**src/rtl/pc_gen_pkg.sv**
```systemverilog
// Shared types and constants for the fetch-stage program-counter generator.
// Holds the state encoding, reset/hold defaults and the redirect alignment helper.
package pc_gen_pkg;

    typedef enum logic [1:0] {
        BOOT = 2'd0,
        RUN  = 2'd1,
        HALT = 2'd2
    } pc_state_e;

    localparam logic [31:0] CpuResetAddr = 32'h0000_0000;
    localparam logic [2:0]  CpuHoldPc    = 3'b001;

    // Low PC bits that a redirect target must have cleared: bit0 always, bit1 too when word-only.
    function automatic logic [1:0] pc_align_mask(input logic c_ext);
        return c_ext ? 2'b01 : 2'b11;
    endfunction

endpackage

```
**src/rtl/pc_gen.sv**
```systemverilog
// Program-counter generator at the front of fetch: valid/grant request, 2/4-byte
// stepping, trap/jump redirect with alignment correction, debug halt and flush pulse.
//
// state | meaning
// BOOT  | one idle cycle after reset or JTAG reset, no fetch request
// RUN   | fetching; request raised unless held, halting or redirecting
// HALT  | debug halt; no request, redirects still update the PC
module pc_gen
    import pc_gen_pkg::*;
#(
    parameter int                ADDR_W     = 32,
    parameter logic [ADDR_W-1:0] RESET_ADDR = ADDR_W'(CpuResetAddr),
    parameter int                HOLD_W     = 3,
    parameter logic [HOLD_W-1:0] HOLD_PC    = HOLD_W'(CpuHoldPc),
    parameter bit                C_EXT      = 1'b1
) (
    input  logic              clk,
    input  logic              rst,
    input  logic              jtag_reset_flag_i,
    input  logic              trap_flag_i,
    input  logic [ADDR_W-1:0] trap_addr_i,
    input  logic              jump_flag_i,
    input  logic [ADDR_W-1:0] jump_addr_i,
    input  logic [HOLD_W-1:0] hold_flag_i,
    input  logic              halt_req_i,
    input  logic              inst_c_i,
    input  logic              fetch_gnt_i,
    output logic              fetch_req_o,
    output logic [ADDR_W-1:0] pc_o,
    output logic [ADDR_W-1:0] pc_prev_o,
    output logic              flush_o,
    output logic              misalign_o,
    output logic              halted_o
);

    localparam logic [1:0] DropMask = pc_align_mask(C_EXT);

    pc_state_e         state;
    logic              hold_active;
    logic              redirect;
    logic [ADDR_W-1:0] target;
    logic [ADDR_W-1:0] target_aligned;
    logic              target_misaligned;
    logic [ADDR_W-1:0] step;

    assign hold_active       = (hold_flag_i >= HOLD_PC);
    assign redirect          = jtag_reset_flag_i | trap_flag_i | jump_flag_i;
    assign target            = trap_flag_i ? trap_addr_i : jump_addr_i;
    assign target_aligned    = {target[ADDR_W-1:2], target[1:0] & ~DropMask};
    assign target_misaligned = |(target[1:0] & DropMask);
    assign step              = (C_EXT && inst_c_i) ? ADDR_W'(2) : ADDR_W'(4);

    // Request is dropped in any cycle the PC might move for a reason other than a grant.
    assign fetch_req_o = (state == RUN) && !redirect && !halt_req_i && !hold_active;
    assign halted_o    = (state == HALT);

    always_ff @(posedge clk or negedge rst) begin
        if (!rst) begin
            state      <= BOOT;
            pc_o       <= RESET_ADDR;
            pc_prev_o  <= RESET_ADDR;
            flush_o    <= 1'b0;
            misalign_o <= 1'b0;
        end else begin
            flush_o    <= 1'b0;
            misalign_o <= 1'b0;
            if (jtag_reset_flag_i) begin
                state   <= BOOT;
                pc_o    <= RESET_ADDR;
                flush_o <= 1'b1;
            end else if (trap_flag_i || jump_flag_i) begin
                pc_o       <= target_aligned;
                flush_o    <= 1'b1;
                misalign_o <= target_misaligned;
                if (state == BOOT) begin
                    state <= RUN;
                end
            end else begin
                case (state)
                    BOOT: state <= RUN;
                    HALT: begin
                        if (!halt_req_i) begin
                            state <= RUN;
                        end
                    end
                    RUN: begin
                        if (halt_req_i) begin
                            state <= HALT;
                        end else if (!hold_active && fetch_gnt_i) begin
                            pc_prev_o <= pc_o;
                            pc_o      <= pc_o + step;
                        end
                    end
                    default: state <= BOOT;
                endcase
            end
        end
    end

endmodule

```
**config.mk**
```make
export PLATFORM = sky130hd
export DESIGN_NAME = pc_gen
export DESIGN_NICKNAME = d
export VERILOG_FILES = /design/src/rtl/pc_gen_pkg.sv /design/src/rtl/pc_gen.sv
export SDC_FILE = /design/constraint.sdc
export NUM_CORES = 1
export LEC_CHECK = 0
export ABC_AREA = 1
export BUFFER_PORTS_ARGS = -buffer_cell sky130_fd_sc_hd__buf_4
export CAP_MARGIN = 20
export CORE_UTILIZATION = 41
export DETAILED_ROUTE_END_ITERATION = 7
export GPL_TIMING_DRIVEN = 0
export PLACE_DENSITY = 0.68
export SYNTH_ARGS = -nofsm -noshare
export SYNTH_HDL_FRONTEND = slang
export SYNTH_SLANG_ARGS = --single-unit
```
**constraint.sdc**
```tcl
create_clock -name clk -period 2.7 [get_ports clk]
set_clock_uncertainty 0.2 [all_clocks]
set_input_delay 0.675 -clock clk [delete_from_list [all_inputs] [get_ports clk]]
set_output_delay 0.675 -clock clk [all_outputs]
set_load 0.02 [all_outputs]
```
==> flow_summary.ini <==
[worst_setup_path]
path_cells = buf_4 > nor2_4 > inv_6 > nor2_8 > nand2_1 > nor2_1 > buf_4
crit_path_frequent_cell = buf_4
critPathRequiredTime_ps = 1820
cpMaxStageDelayCell = nor2_4
max_stage_delay_ps = 320
path_buf_inv = 3
cp-start-kind = input pin
path_class = in -> out
cp_max_fo = 9
arrival_ps = 1770
end_kind = output pin
path_delay_family = simple AND/OR/NAND/NOR gates

[power_and_ir_drop]
clock_power_share_pct = 35.9
seq_power_share_pct = 42.7
p_sw_share_pct = 31.19
p_int_w = 0.001830
p_leak_nw = 2.659
p_sw_w = 0.0008298
p_total_w = 0.002660
power_density_nw_per_um2 = 490.0
ir_drop_uv = 250.9
p_comb_share_pct = 21.4

[global_routing]
antenna_found_initial = 0
grt_pass1_wl_mm = 21.71
grt_max_degree = 67
grt-ovfl-total = 0
grtUsageTotal_pct = 28.76
first_global_vias = 4205

[logic_synthesis]
synth.distinct_cells = 36
synth_cells = 581
ys_warn_count = 0
synth-main-ff-cell = dfrtp_1
avgSynthCellArea_um2 = 6.831
syn_area_um2 = 3969
synth-edff-count = 0
synth_seq_cells = 66
async_flop_share_pct = 100.0
ys_seq_area_share_pct = 41.61

[placement]
dp_hpwl_mm = 10.79
gp_congestion = 0.9259
portBuffers = 140

[timing]
period_share_pct = 97.87
max_freq_mhz = 378.4
max_slew_margin_pct = 41.52
timing_hold_violations_final = 0
drv_slew = 0
period_needed_ps = 2643
setup_viol = 0
grt_setup_unrepaired = true
worst_slew_pin_slew_ps = 877.2

[final_layout]
num_antenna_cells = 0
area_delta_synth_final_pct = 36.79
final_core_util_pct = 58.20
final_common_cell = nand2_1
num-fill-cells = 932
layout_common_cells = nand2_1, buf_4, nor2_1, dfrtp_1, inv_1
layout-drive-gt1-share_pct = 24.25
nets = 811

[floorplanning]
core_um2 = 9328
ios = 143
rows = 35
start_util_pct = 42.55
dieArea_um2 = 10080
die_x_um = 100.4
fp.dieH_um = 100.4

[drt]
ant_nets = 0
avgRoutedWirePerCell_um = 16.26
dr.pass1.iters = 4
dr.first_iter.drc_count = 246
routed_wl_mm = 14.10
route.detailed.drc = 0
via_per_inst = 5.075
vias = 4400

[worst_hold_path]
hp-class = in -> async

[clock_tree]
clkTransAtPathRegs_ps = 80
cts_hold_buf = 0
post_cts_buffers = 0
cts-buffers-inserted = 9
cts_root_buf = clkbuf_8
htreeDepth = 3
insertion_delay_ps = 350
cts_sinks = 66
cts_buffer_depth = 2
cts_tree = yes

[run]
drv_cap = 0

[status]
status = finished clean
state kept, by name, summed over array words and instances (netlist names):
register    count
state           2
flush_o         1
pc_prev_o      31
pc_o           31
misalign_o      1
power groups by stage:
stage | clock network (W) | registers [W] | logic (W)
2_1_floorplan | 0 | 0.00120 | 0.000217
4_1_cts | 0.000965 | 0.00113 | 0.000570
3_3_place_gp | 0 | 0.00115 | 0.000558
5_1_grt | 0.00100 | 0.00115 | 0.000624
3_5_place_dp | 0 | 0.00115 | 0.000567
6_report | 0.000954 | 0.00114 | 0.000570
area by class of cell:
cell class	instances	area (um2)	share of cell area, %
Timing Repair Buffer	140	1051	19.36
Clock buffer	11	141.4	2.604
Buffer	20	96.34	1.775
Inverter	56	215.2	3.964
Sequential cell	66	1652	30.42
Multi-Input combinational cell	440	2034	37.47
Clock inverter	5	77.57	1.429
Tap cell	129	161.4	2.973
Yosys cell counts, drive strengths merged (2+ instances only):
cell	n	area, um2
a21oi	11	55.05
buf	8	51.29
clkbuf	12	45.04
dfrtp	66	1652
ha	2	25.02
inv	56	212.7
mux2	3	33.78
nand2	184	690.7
nand3	28	140.1
nand4	3	18.77
nor2	105	446.7
nor3	11	55.05
o211ai	2	15.01
o21ai	56	280.3
o22ai	17	106.4
or2	2	12.51
xor2	4	35.03
worst register-to-register path, stage by stage, from the launching register on:
cell and delay [ps]:
dfrtp_1 390, ha_1 180, inv_1 50, fa_1 400, inv_1 90, nand2_1 130, nor2_4 230, nand2_1 140
nor2_2 220, nand2_1 100, nand2_1 70, nand2_1 50, o21ai_1 130, nand2_1 60
final timing paths:
kind	depth (start not counted)	slack, ps	startpoint	end
worst max-delay path	7	60	trap_flag_i	fetch_req_o
worst min-delay path	1	240	rst	pc_o[31]$_DFFE_PN0P_
worst max register to register	13	160	pc_o[1]$_DFFE_PN0P_	pc_o[23]$_DFFE_PN0P_
worst min register to register	1	300	pc_prev_o[13]$_DFFE_PN0P_	pc_prev_o[13]$_DFFE_PN0P_
max in group asynchronous	1	1480	rst	pc_prev_o[1]$_DFFE_PN0P_
min in group clk	1	300	pc_prev_o[13]$_DFFE_PN0P_	pc_prev_o[13]$_DFFE_PN0P_
metrics by stage:
step                      setup TNS, ps  worst slack [ps]  cell area, um2  instances  hold slack, ps
final                                 0             57.46            5429        867           237.2
after detailed placement          -3660            -514.8            5185        851           280.4
after floorplan                       0             175.4            3973        582           179.4
after global routing             -6.214            -3.661            5429        867           308.3
after CTS                             0             16.70            5411        867           267.0
after global placement            -3828            -531.7            5185        851           275.4
repair_timing:
item,4_1_cts,5_1_grt
setup endpoints to repair,4,7
endpoints found under the hold margin,0,0
resized for setup,2,5
cells by family after synthesis:
logic type,synth area share (%)
AO/OA/AOI/OAI,12.67
XOR/XNOR,0.8826
adder cells (fa/ha/maj),1.135
buffers and inverters,7.787
flip-flops,41.61
multiplexers,1.103
other,0.09449
AND/OR/NAND/NOR,34.71
layer usage:
metal	global-route usage [%]	up-vias	wire length (um)
li1	-	2157	-
met1	39.78	2060	6544
met2	46.05	163	6569
met3	3.343	20	667
met4	11.26	0	316
met5	0	-	0
(Power assumes the default switching activity.)
